==> config.mk <==
export PLATFORM = sky130hd
export DESIGN_NAME = counter_ctrl
export DESIGN_NICKNAME = d
export VERILOG_FILES = /design/src/rtl/counter_ctrl.sv
export SDC_FILE = /design/constraint.sdc
export NUM_CORES = 1
export LEC_CHECK = 0
export CORE_UTILIZATION = 44
export CTS_CLUSTER_DIAMETER = 100
export DETAILED_ROUTE_END_ITERATION = 12
export PLACE_DENSITY_LB_ADDON = 0.25
export SLEW_MARGIN = 20
export SYNTH_ARGS = -nofsm -noshare
export SYNTH_HDL_FRONTEND = slang
export SYNTH_SLANG_ARGS = --single-unit
==> constraint.sdc <==
create_clock -name clk -period 1.6 [get_ports clk]
set_clock_uncertainty 0.05 [all_clocks]
set_input_delay 0.32 -clock clk [delete_from_list [all_inputs] [get_ports clk]]
set_output_delay 0.32 -clock clk [all_outputs]
set_load 0.05 [all_outputs]
==> src/rtl/counter_ctrl.sv <==
// -----------------------------------------------------------------------------
// counter_ctrl
//
// Run controller for a loadable up/down counter. It moves the counter through
// IDLE, RUN, PAUSE and DONE. A prescaler sets how many clocks pass per count
// step. When a step lands on the terminal value, the controller either
// reloads and keeps running (auto-reload) or stops in DONE (one-shot).
//
// Ports
//   clk          system clock, all state changes on the rising edge
//   rstn         synchronous reset, active-high (the name is historical)
//   start        launch from IDLE/DONE, resume from PAUSE (level-sampled)
//   stop         pause request, acted on only in RUN
//   clear        abort to IDLE with the count cleared, in any state
//   load         load load_val into the count (IDLE/PAUSE/DONE)
//   load_val     load value, also the value used for auto-reload
//   term_val     terminal count value, latched at launch
//   dir          0 = count up, 1 = count down, latched at launch
//   auto_reload  1 = reload at terminal and keep running, latched at launch
//   count        current count
//   busy         registered, high in RUN or PAUSE
//   done         registered one-clock pulse per terminal-count event
// -----------------------------------------------------------------------------
module counter_ctrl #(
  parameter int WIDTH    = 4,
  parameter int PRESCALE = 1
) (
  input  logic             clk,
  input  logic             rstn,
  input  logic             start,
  input  logic             stop,
  input  logic             clear,
  input  logic             load,
  input  logic [WIDTH-1:0] load_val,
  input  logic [WIDTH-1:0] term_val,
  input  logic             dir,
  input  logic             auto_reload,
  output logic [WIDTH-1:0] count,
  output logic             busy,
  output logic             done
);

  // The prescaler needs at least one bit, even when PRESCALE is 1 and it never
  // leaves zero.
  localparam int PW = (PRESCALE > 1) ? $clog2(PRESCALE) : 1;

  typedef enum logic [1:0] {
    S_IDLE  = 2'd0,
    S_RUN   = 2'd1,
    S_PAUSE = 2'd2,
    S_DONE  = 2'd3
  } state_t;

  state_t           r_state;
  logic [WIDTH-1:0] r_count;
  logic [PW-1:0]    r_pre;
  logic [WIDTH-1:0] r_term;
  logic             r_dir;
  logic             r_auto;
  logic             r_busy;
  logic             r_done;

  logic             w_step_due;
  logic             w_at_term;

  // Step wrap-around is plain modulo 2^WIDTH arithmetic.
  function automatic logic [WIDTH-1:0] step_count(input logic [WIDTH-1:0] c,
                                                  input logic             down);
    step_count = down ? (c - WIDTH'(1)) : (c + WIDTH'(1));
  endfunction

  // A step is due on the last clock of each prescale period. With PRESCALE=1
  // the prescaler stays at zero, so every RUN clock is a step.
  assign w_step_due = (r_pre == PW'(PRESCALE - 1));
  assign w_at_term  = (r_count == r_term);

  always_ff @(posedge clk) begin
    if (rstn) begin
      r_state <= S_IDLE;
      r_count <= '0;
      r_pre   <= '0;
      r_term  <= '0;
      r_dir   <= 1'b0;
      r_auto  <= 1'b0;
      r_busy  <= 1'b0;
      r_done  <= 1'b0;
    end else begin
      // done is a single-clock pulse. It is set again only by a terminal event.
      r_done <= 1'b0;

      if (clear) begin
        r_state <= S_IDLE;
        r_count <= '0;
        r_pre   <= '0;
        r_busy  <= 1'b0;
      end else begin
        case (r_state)
          S_IDLE: begin
            if (load) begin
              r_count <= load_val;
            end
            if (start) begin
              r_state <= S_RUN;
              r_pre   <= '0;
              r_busy  <= 1'b1;
              r_term  <= term_val;
              r_dir   <= dir;
              r_auto  <= auto_reload;
            end
          end

          S_RUN: begin
            if (stop) begin
              // The pause wins over any step due this clock. The prescaler
              // freezes so that resume continues the same period.
              r_state <= S_PAUSE;
            end else if (w_step_due) begin
              r_pre <= '0;
              if (w_at_term) begin
                r_done <= 1'b1;
                if (r_auto) begin
                  r_count <= load_val;
                end else begin
                  r_state <= S_DONE;
                  r_busy  <= 1'b0;
                end
              end else begin
                r_count <= step_count(r_count, r_dir);
              end
            end else begin
              r_pre <= r_pre + PW'(1);
            end
          end

          S_PAUSE: begin
            if (load) begin
              r_count <= load_val;
            end
            // Resume keeps the prescaler value and the latched config.
            if (start) begin
              r_state <= S_RUN;
            end
          end

          S_DONE: begin
            if (start) begin
              r_state <= S_RUN;
              r_count <= load_val;
              r_pre   <= '0;
              r_busy  <= 1'b1;
              r_term  <= term_val;
              r_dir   <= dir;
              r_auto  <= auto_reload;
            end else if (load) begin
              r_count <= load_val;
            end
          end

          default: begin
            r_state <= S_IDLE;
            r_busy  <= 1'b0;
          end
        endcase
      end
    end
  end

  assign count = r_count;
  assign busy  = r_busy;
  assign done  = r_done;

endmodule

=== Word-level counts from Yosys, hierarchy flattened ===
Index checks and enable logic that the tools add are counted.

* Flip-flop bits (word level): 15
* Latch bits: 0
* Memory bits (writable): 0
* Memory bits (read-only): 0
* Logic and storage cells: 64
* Memories kept: 0

* Add/sub/neg operators: 3
* Multiply operators: 0
* Divide/modulo/power cells: 0
* $lt $le $gt $ge: 0
* Equality and inequality tests: 14
* Shift-type cells: 0
* Mux-type cells: 25
* Bitwise operators: 2
* Reduce and logical (&&, ||, !) cells: 12

{| class="wikitable"
|+ Operators by type and width
! kind !! count
|-
| $mux 4 || 7
|-
| $ne 3x3->1 const B || 4
|-
| $pmux 4 s3 || 1
|-
| $mux 2 || 5
|-
| $mux 1 || 9
|-
| $reduce_and 3->1 || 3
|-
| $ne 2x2->1 const B || 4
|-
| $reduce_and 6->1 || 1
|-
| $reduce_or 2->1 || 3
|-
| $reduce_or 5->1 || 1
|-
| $add 4x1->4 const B || 1
|-
| $eq 2x2->1 const B || 2
|-
| $eq 4x4->1 || 1
|-
| $ne 2x1->1 const B || 2
|-
| $pmux 1 s2 || 2
|-
| $pmux 2 s2 || 1
|-
| $reduce_and 4->1 || 1
|-
| $sub 4x1->4 const B || 1
|-
| $reduce_or 3->1 || 1
|-
| $eq 2x1->1 const B || 1
|-
| $logic_not 2->1 || 1
|-
| $not 1->1 || 2
|-
| $reduce_bool 2->1 || 1
|-
| $add 1x1->1 const B || 1
|}

=== Logic depth before layout (Yosys ltp) ===
* Depth in word-level cells: 6
* Mapped depth: 7
* Mapped depth without buffers: 7

=== Worst setup path before layout ===
OpenSTA, ideal clock, no wires.

* Kind: reg-to-reg
* Start point: register r_count[0], in the netlist count[0]
* End point: register r_count[2], in the netlist count[2]
* Library setup time: 114 ps
* Data arrival time: 1739 ps
* Data required time: 1436 ps
* Slack: -303 ps
* Stages on the path, launching flop included: 7
* Buffers on the path: 0
* Clock period less this slack: 1903 ps
* Cell sequence: dfxtp_1 inv_1 fa_1 xnor2_1 mux2i_1 o21ai_0 a21o_1

* Word-level cells in the longest chain between the ends: 6
* Elaborated cells on any way between the ends: 10
* Classes of those cells: add/sub (2); eq/ne (2); mux (5); reduce/logical (1)

{| class="wikitable"
|+ RTL lines
! what !! RTL line !! RTL
|-
| start: declaration || 55 || <nowiki>logic [WIDTH-1:0] r_count;</nowiki>
|-
| start signal: assignment || 100 || <nowiki>r_count <= load_val;</nowiki>
|-
| start signal: assignment || 122 || <nowiki>r_count <= load_val;</nowiki>
|-
| start signal: assignment || 128 || <nowiki>r_count <= step_count(r_count, r_dir);</nowiki>
|-
| $add 4x1->4 or $sub 4x1->4 (tied branches) || 69 || <nowiki>step_count = down ? (c - WIDTH'(1)) : (c + WIDTH'(1));</nowiki>
|-
| $mux 4 || 69 ||
|-
| $mux 4 || 119 || <nowiki>if (w_at_term) begin</nowiki>
|-
| $mux 4 || 117 || <nowiki>end else if (w_step_due) begin</nowiki>
|-
| $mux 4 || 113 || <nowiki>if (stop) begin</nowiki>
|-
| $pmux 4 s3 || 97 || <nowiki>case (r_state)</nowiki>
|}

Several ways; a longest one is shown, not always the timed one. The select of a mux whose other input is x is not followed.
A chain may end at the register's enable or synchronous reset.

=== Final worst setup path ===
* Start point: register r_count[2], in the netlist count[2]
* End point: register r_count[2], in the netlist count[2]

The elaborated chain is that of the path after synthesis.

==> results.sh <==
export IMPL_outcome="finished with violations"
export IMPL_violations="setup timing"
export IMPL_start_kind="register"
export IMPL_netlist_area_sq_um=932.1
export IMPL_fmax_mhz=577.6
export IMPL_drv_slew=0
export IMPL_min_to="busy$_SDFFE_PP0P_"
export IMPL_synth_cell_types=39
export IMPL_dieArea_sq_mm=0.002306
export IMPL_detail_route_wl_per_cell_um=15.34
export IMPL_holdCritPathClass="register to register"
export IMPL_clockBufferDepth=2
export IMPL_dpl_cell_area_sq_mm=0.001351
export IMPL_hpwlAfterDp_um=1722
export IMPL_synth_area_top_cells="dfxtp_1, ha_1, mux2i_1"
export IMPL_drt_iter0_markers=27
export IMPL_synth_most_common_cell="dfxtp_1"
export IMPL_die_x_um=48.03
export IMPL_required_ns=1.76
export IMPL_first_pass_iters=4
export IMPL_num_vias=966
export IMPL_async_reset_ff_share_pct=0
export IMPL_fin_area_sq_mm=0.001489
export IMPL_synth_seq_area_share_pct=30.07
export IMPL_maxCapViolCount=0
export IMPL_num_antenna_cells=0
export IMPL_numPortBuffers=21
export IMPL_yosys_top_cells_count="dfxtp_1, nor2_1, a21oi_1, ha_1, inv_1"
export IMPL_synth_top_area_share_pct=30.07
export IMPL_grt_overflow=0
export IMPL_numCtsBuffers=3
export IMPL_nets=169
export IMPL_insertion_delay_ns=0.30
export IMPL_grt_pass1_wl_um=3746
export IMPL_worstPathArrival_ns=1.89
export IMPL_tightest_slew_ns=0.3021
export IMPL_peakVddDrop_mv=0.5444
export IMPL_ios=22
export IMPL_layout_drive_gt1_share_pct=38.89
export IMPL_gp_congestion=0.8875
export IMPL_whs_path_depth=2
export IMPL_vias_per_cell=5.649
export IMPL_syn_avg_cell_area_sq_um=8.878
export IMPL_htreeDepth=1
export IMPL_p_per_area_mw_per_mm2=685.5
export IMPL_setup_violations=5
export IMPL_r2r_setup_slack_ns=-0.13
export IMPL_fp_row_count=16
export IMPL_start_util_pct=47.03
export IMPL_coreArea_sq_mm=0.001982
export IMPL_hold_viol_final=0
export IMPL_end_kind="register"
export IMPL_synth_edf_count=0
export IMPL_cts_tree="yes"
export IMPL_area_delta_synth_final_pct=59.73
export IMPL_worstSetupPathType="register to register"
export IMPL_clock_sinks=14
export IMPL_cts_hold_buffers_added=0
export IMPL_ant_nets=0
export IMPL_ff2ff_path_depth=6
export IMPL_synthFlopType="dfxtp_1"
export IMPL_grt_pass1_vias=873
export IMPL_cp_startpoint="count[2]$_SDFFE_PP0P_"
export IMPL_ys_warn_count=0
export IMPL_grt_usage_pct=23.50
export IMPL_rsz0062_at_grt="yes"
export IMPL_period_share_pct=108.2
export IMPL_clkSlewWorstSetupHoldPaths_ns=0.10
export IMPL_cp_max_fo=4
export IMPL_fin_crit_ns=1.731
export IMPL_grt_antenna_before_repair=0
export IMPL_syn_nets=129
export IMPL_dieHeight_um=48.03
export IMPL_reg2reg_to="count[2]$_SDFFE_PP0P_"
export IMPL_synth_seq_cells=14
export IMPL_root_buffer="clkbuf_4"
export IMPL_drcViolationCount=0
export IMPL_yosysTopAreaCell="dfxtp_1"
export IMPL_r2r_start="count[2]$_SDFFE_PP0P_"
export IMPL_hp_start="busy$_SDFFE_PP0P_"
export IMPL_power_uw=1021
export IMPL_leakage_uw=0.0005921
export IMPL_grt_max_degree=9
export IMPL_synthCells=105
export IMPL_drt_total_wl_um=2623
export IMPL_fin_ws_ns=-0.1314
export IMPL_relSlewSlack_pct=79.61
## cell type report
type | count | area, sq um
Fill cell | 135 | 493.0
Inverter | 7 | 26.28
Tap cell | 27 | 33.78
Timing Repair Buffer | 38 | 397.9
Multi-Input combinational cell | 81 | 705.7
Sequential cell | 14 | 299.0
Clock buffer | 4 | 26.28
## how the worst max path moves through the flow
stage / to / slack (ns) / cells after the start
after floorplan: count[2]$_SDFFE_PP0P_ / 0.007 / 6
after global placement: count[3]$_SDFFE_PP0P_ / -0.13 / 6
after detailed placement: count[3]$_SDFFE_PP0P_ / -0.20 / 6
after CTS: r_state[0]$_SDFFE_PP0P_ / -0.01 / 5
after global routing: r_state[0]$_SDFFE_PP0P_ / -0.13 / 5
final: count[2]$_SDFFE_PP0P_ / -0.13 / 6
## sequential cells by signal, indices dropped and copies added, names as in the netlist
register  cells
r_auto        1
count         4
r_dir         1
r_term        4
busy          1
done          1
r_state       2
## critical path: stages, from the launching register on
cell,delay (ns)
dfxtp_4,0.37
xnor2_2,0.23
nand4_1,0.29
buf_4,0.24
mux2i_1,0.19
o21ai_1,0.09
a21o_1,0.17
## power by group
group          internal (uW)  switching, uW  leakage [uW]
Sequential               365           25.6      0.000118
Clock                   97.2            138     0.0000150
Combinational            205            190      0.000459
Total                    667            354      0.000592
## cells by family (layout without fill, tap and decap cells)
| logic type | count (synthesis) | after routing | synth area share [%] |
|---|---|---|---|
| and+or+nand+nor | 31 | 31 | 17.99 |
| AOI/OAI and AO/OA | 29 | 29 | 22.55 |
| DFF | 14 | 14 | 30.07 |
| buffers and inverters | 10 | 49 | 4.833 |
| adders and majority gates | 8 | 8 | 11.54 |
| xor gates and xnor gates | 7 | 7 | 6.577 |
| muxes | 6 | 6 | 6.443 |
## timing repair
item | CTS | global route
gates resized for setup | 3 | 18
pin swaps | 2 | 9
buffers inserted | 0 | 2
setup endpoints to repair | 9 | 13
## per-stage QoR
stage / setup TNS (ns) / cells / setup WS, ns / hold WS [ns] / util, %
6_report: -0.3071 / 171 / -0.1314 / 0.4708 / 75.13
5_1_grt: -0.6007 / 171 / -0.1336 / 0.5070 / 75.13
4_1_cts: -0.01176 / 169 / -0.01144 / 0.4714 / 70.01
3_5_place_dp: -1.032 / 165 / -0.2048 / 0.4596 / 68.18
3_3_place_gp: -0.6858 / 165 / -0.1333 / 0.4509 / 68.18
2_1_floorplan: 0 / 105 / 0.007203 / 0.3789 / -
## routing by layer
layer	vias to the layer above	wire length, um	track usage [%]	share of wire (%)
met5	-	0	0	0
met4	0	72	10.56	2.7
met3	11	174	3.396	6.6
met2	53	1283	36.49	49
met1	446	1093	32.05	42
li1	456	-	-	-
## cell usage in the layout, fill, tap and decap left out, types with 4 or more instances in the layout
| cell type | count |
|---|---|
| buf_4 | 17 |
| buf_12 | 6 |
| inv_1 | 7 |
| nand2_1 | 4 |
| xnor2_2 | 4 |
| a21oi_1 | 5 |
| nor2_1 | 9 |
| dfxtp_4 | 4 |
| mux2i_1 | 6 |
| dfxtp_1 | 7 |
| clkdlybuf4s50_1 | 15 |
Note: power is estimated with default switching activity, not from simulation.
==> edit 1: new RTL, config.mk and constraints unchanged <==
Put one more register stage on the output `count`, without a reset. The value now appears one clock later. The other outputs are not delayed to match. Comments in the files are not updated.
--- a/src/rtl/counter_ctrl.sv
+++ b/src/rtl/counter_ctrl.sv
@@ -167,3 +167,5 @@
 
-  assign count = r_count;
+  always_ff @(posedge clk) begin
+    count <= r_count;
+  end
   assign busy  = r_busy;
Function: changed (a bounded check fails within 4 cycles, from zero or initial values and one cycle with rstn high).
==> edit 1 against the unedited design <==
- the flow still finishes with violations (negative setup slack)
- non-clock buffer count grew 9
- die area rose by 11%
- via count grew 1.8%
- hold slack lost 0.0040 ns
- wire length fell by 4.3%
- worst setup slack improved by 0.076 ns
- first-iteration DRC count is 44% lower
- cell area increased by 8.3%
- total power is 19% higher
- synthesized area is 11% higher
- sequential share of layout area increased by 2.7 points
- clock power up 23%
- sequential cell count is 4 higher
- largest power group is now registers
==> edit 1: results (changes against the unedited design) <==
- Status: finished with violations
- Failing checks: negative setup slack
- Worst vdd ir: 0.463 mV (-15%)
- Final Setup Violations: 4 (-1)
- Share of layout cells above drive strength 1: 0.404 (+0.0148)
- Fin cells: 189 (+11%)
- Sequential share of the synthesized area: 0.348 (+0.0476)
- Estimated wirelength of the detail-placed design: 1.80 mm (+4.3%)
- GPL Wtd Cong: 0.839 (-5.5%)
- Largest net degree at the start of global routing: 11 (+2)
- Gr usage total: 0.198 (-0.0371)
- Syn Inst Count: 113 (+7.6%)
- Final WL: 2.51 mm (-4.3%)
- Worst setup margin: -0.0557 ns (+0.0757 ns)
- First DRT Iteration DRCs: 15 (-44%)
- Synth cell types: 35 (-10%)
- DP Cell Count: 183 (+11%)
- Hold slack: 0.467 ns (-0.00398 ns)
- Routed vias/inst: 5.20 (-7.9%)
- Net Count, Synth: 137 (+6.2%)
- Ys flop type: dfxtp_1
- Reg clk slew, reported paths: 0.12 ns (+0.02 ns)
- Int Pwr: 0.838 mW (+26%)
- Ranking of synthesized cells by area: dfxtp_1 (35%), ha_1 (8.5%), mux2i_1 (7.7%)
- Synth warn: 0 (unchanged)
- Vias in the first global route: 934 (+7.0%)
- Global-route wire length before repair: 3.82 mm (+1.8%)
- Top cells by count, synth: dfxtp_1 (18), nor2_1 (13), a21oi_1 (9), inv_1 (9), mux2i_1 (8)
- Least-Margin Pin Slew: 0.343 ns (+0.0414 ns)
- Final net count: 186 (+10%)
- Crit path DAT: 1.81 ns (-0.08 ns)
edit 1: cell types whose count changed in the layout (fill, tap and decap cells not counted), sizes merged, moves of 2 or more:
cell / unedited run / this run
nor2: 10 / 13
a21oi: 7 / 9
mux2i: 6 / 8
o21ai: 6 / 9
dfxtp: 14 / 18
inv: 7 / 9
a22oi: 2 / 0
buf: 23 / 32
a221o: 0 / 2
nand2b: 3 / 1
edit 1: per-stage QoR:
stage | TNS, ns | setup WS (ns) | instance area, sq um
CTS | -0.180 | -0.0785 | 1540
global placement | -1.52 | -0.220 | 1460
finish | -0.0966 | -0.0557 | 1610
global route | -0.671 | -0.115 | 1610
detailed placement | -1.87 | -0.233 | 1460
floorplan | -0.0200 | -0.0126 | 1040
edit 1: worst max-delay path, stage by stage, from the launching register on:
cell and delay (ns):
dfxtp_2 0.36, inv_2 0.05, fa_2 0.56, inv_2 0.05
mux2i_4 0.16, o21ai_2 0.07, a221o_1 0.28
edit 1: final cells by class:
class / instances / area, sq um / area share
clock buffer: 4 / 36.3 / 0.0225
inverter: 9 / 33.8 / 0.0209
multi-input combinational: 83 / 717 / 0.445
sequential: 18 / 368 / 0.228
tap: 28 / 35.0 / 0.0217
timing repair buffer: 47 / 423 / 0.262
edit 1: power groups by stage:
stage,clock network (mW),logic (mW),registers (mW)
after floorplan,0,0.175,0.524
after global placement,0,0.345,0.500
after detailed placement,0,0.352,0.501
after CTS,0.294,0.373,0.490
after global routing,0.310,0.461,0.494
final,0.288,0.431,0.491
edit 1: final timing paths:
kind | from | to | cells past startpoint
setup / recovery | r_count[0]$_SDFFE_PP0P_ | r_count[1]$_SDFFE_PP0P_ | 6
hold / removal | r_count[0]$_SDFFE_PP0P_ | count[0]$_DFF_P_ | 1
setup reg to reg | r_count[0]$_SDFFE_PP0P_ | r_count[1]$_SDFFE_PP0P_ | 6
hold reg to reg | r_count[0]$_SDFFE_PP0P_ | count[0]$_DFF_P_ | 1
edit 1: what timing repair did:
| action | 4_1_cts | 5_1_grt |
|---|---|---|
| hold buffers | 0 | 0 |
| buffers inserted | 2 | 0 |
| endpoints found under the setup margin | 8 | 7 |
| endpoints found under the hold margin | 0 | 0 |
| gates resized for setup | 8 | 17 |
| pin swaps | 4 | 8 |
edit 1: cell families (layout without fill, tap and decap cells):
logic type	count (synthesis)	count (layout)	share of synthesized area
mux	9	9	0.0883
flops	18	18	0.348
compound gates	33	33	0.225
simple gates	26	26	0.125
buf+inv	12	60	0.0508
fa+ha+maj	8	8	0.104
xor+xnor	7	7	0.0593
edit 1: routing by layer:
metal	vias to the layer above	GRT usage	share of wire
met5	-	0	0
met4	0	0.0694	0.010
li1	499	-	-
met2	29	0.371	0.52
met1	451	0.224	0.44
met3	4	0.0273	0.032
==> edit 2: new RTL, same settings <==
Made on the original files. The 4 states of `state_t` get a Gray code encoding in 2 bits.
--- a/src/rtl/counter_ctrl.sv
+++ b/src/rtl/counter_ctrl.sv
@@ -47,6 +47,6 @@
   typedef enum logic [1:0] {
-    S_IDLE  = 2'd0,
-    S_RUN   = 2'd1,
-    S_PAUSE = 2'd2,
-    S_DONE  = 2'd3
+    S_IDLE  = 2'b00,
+    S_RUN   = 2'b01,
+    S_PAUSE = 2'b11,
+    S_DONE  = 2'b10
   } state_t;
Formal check against the unedited RTL: same outputs for any inputs over 10 cycles, from zero or initial values and one cycle with rstn high; not proved beyond that.
==> edit 2 against the unedited design <==
- synthesized area is 3.5% higher
- total power up 2.4%
- critical path type unchanged
- sequential power fell by 3%
- die area grew 3.4%
- worst setup slack worse by 0.35 ns
- fmax decreased by 17%
- critical path depth decreased by 1
- combinational power is 12% higher
- wire length grew 11%
- cell area up 6.5%
- highest routed layer unchanged
- sequential cell count unchanged
- the run still ends with negative setup slack left
==> edit 2: results (changes against the unedited design) <==
- XOR/XNOR Fraction of Synth Area: 0.0545 (-0.0113)
- Ranking of synthesized cells by area: dfxtp_1 (29%), mux2i_1 (10%), ha_1 (7.8%)
- Max Slew Vio Count: 0 (unchanged)
- GPL Wtd Cong: 0.880 (-0.85%)
- Adder-Cell Fraction of Synth Area: 0.0986 (-0.0169)
- Synth cell types: 34 (-13%)
- Gr usage total: 0.247 (+0.0119)
- CP max stage cell: or4_4
- CTS root buf: clkbuf_4
- H-tree lvl count: 1 (unchanged)
- Estimated wirelength of the detail-placed design: 2.02 mm (+17%)
- Met2 wire len: 1.40 mm (+8.8%)
- Met3 wire length: 204 um (+17%)
- Sequential share of the synthesized area: 0.291 (-0.0101)
- P_leak: 0.702 nW (+19%)
- Final Setup Violations: 7 (+2)
- Crit Path Max Fanout: 8 (+4)
- Worst skew pair latency: 0.30 ns (about the same)
- Clock network power share: 0.216 (-0.015)
- Multiplexer area fraction after synthesis: 0.104 (+0.0393)
- Met1 usage: 0.295 (-0.0260)
- Worst vdd ir: 0.609 mV (+12%)
- Routed vias/inst: 5.63 (-0.32%)
- Dpl cell area: 1490 sq um (+10%)
- Combinational power share: 0.422 (+0.035)
- Synth warn: 0 (unchanged)
- Net Count, Synth: 135 (+4.7%)
- First DRT Iteration DRCs: 35 (+30%)
- Family with the most delay on the worst path: simple AND/OR/NAND/NOR gates
- Worst path max stage delay: 0.61 ns (+0.24 ns)
- Dpl ws: -0.402 ns (-0.198 ns)
- Sw Share: 0.342 (-0.00428)
- Multi-input gate area: 678 sq um (-3.9%)
- Status: finished with violations
- Final setup TNS: -2.35 ns (-2.04 ns)
- Syn Inst Count: 112 (+6.7%)
- Wl on met1: 1.25 mm (+14%)
- Grt met2 use: 0.431 (+0.0657)
- Met3 Track Usage GR: 0.0405 (+0.00654)
- IO buf count: 21 (unchanged)
- ANT cells: 0 (unchanged)
- Top cells by count, synth: dfxtp_1 (14), mux2i_1 (10), a21oi_1 (9), inv_1 (9), nor2_1 (9)
- Detailed-route wire length per cell: 14.9 um (-3.1%)
- Fill count: 132 (-2.2%)
- Global-route wire length before repair: 4.47 mm (+19%)
- Final WL: 2.90 mm (+11%)
- Worst setup margin: -0.483 ns (-0.352 ns)
- Share of layout cells above drive strength 1: 0.345 (-0.0437)
- Synth Area in Compound Gates: 0.227 (+0.00147)
- Final net count: 192 (+14%)
- Comb. pwr: 0.441 mW (+12%)
- Vias in the first global route: 1053 (+21%)
- Failing checks: negative setup slack
- Least-Margin Pin Slew: 0.331 ns (+0.0294 ns)
- Crit path DAT: 2.27 ns (+0.38 ns)
==> edit 2: path summary, 6_finish.rpt <==
kind / start / to / slack [ns] / cells past startpoint
max: count[1]$_SDFFE_PP0P_ / busy$_SDFFE_PP0P_ / -0.48 / 5
min: busy$_SDFFE_PP0P_ / busy$_SDFFE_PP0P_ / 0.47 / 2
max reg2reg: count[1]$_SDFFE_PP0P_ / busy$_SDFFE_PP0P_ / -0.48 / 5
min reg2reg: busy$_SDFFE_PP0P_ / busy$_SDFFE_PP0P_ / 0.47 / 2
==> edit 2: layout make-up <==
| class | instances | area share |
|---|---|---|
| Sequential cell | 14 | 0.187 |
| Multi-Input combinational cell | 86 | 0.428 |
| Clock inverter | 1 | 0.00237 |
| Clock buffer | 3 | 0.0142 |
| Tap cell | 27 | 0.0213 |
| Inverter | 9 | 0.0213 |
| Timing Repair Buffer | 55 | 0.326 |
==> edit 2: what timing repair did <==
item	CTS	global route
pin swaps	5	2
setup buffers	2	0
endpoints found under the setup margin	7	13
gates cloned	0	0
gates resized for setup	6	6
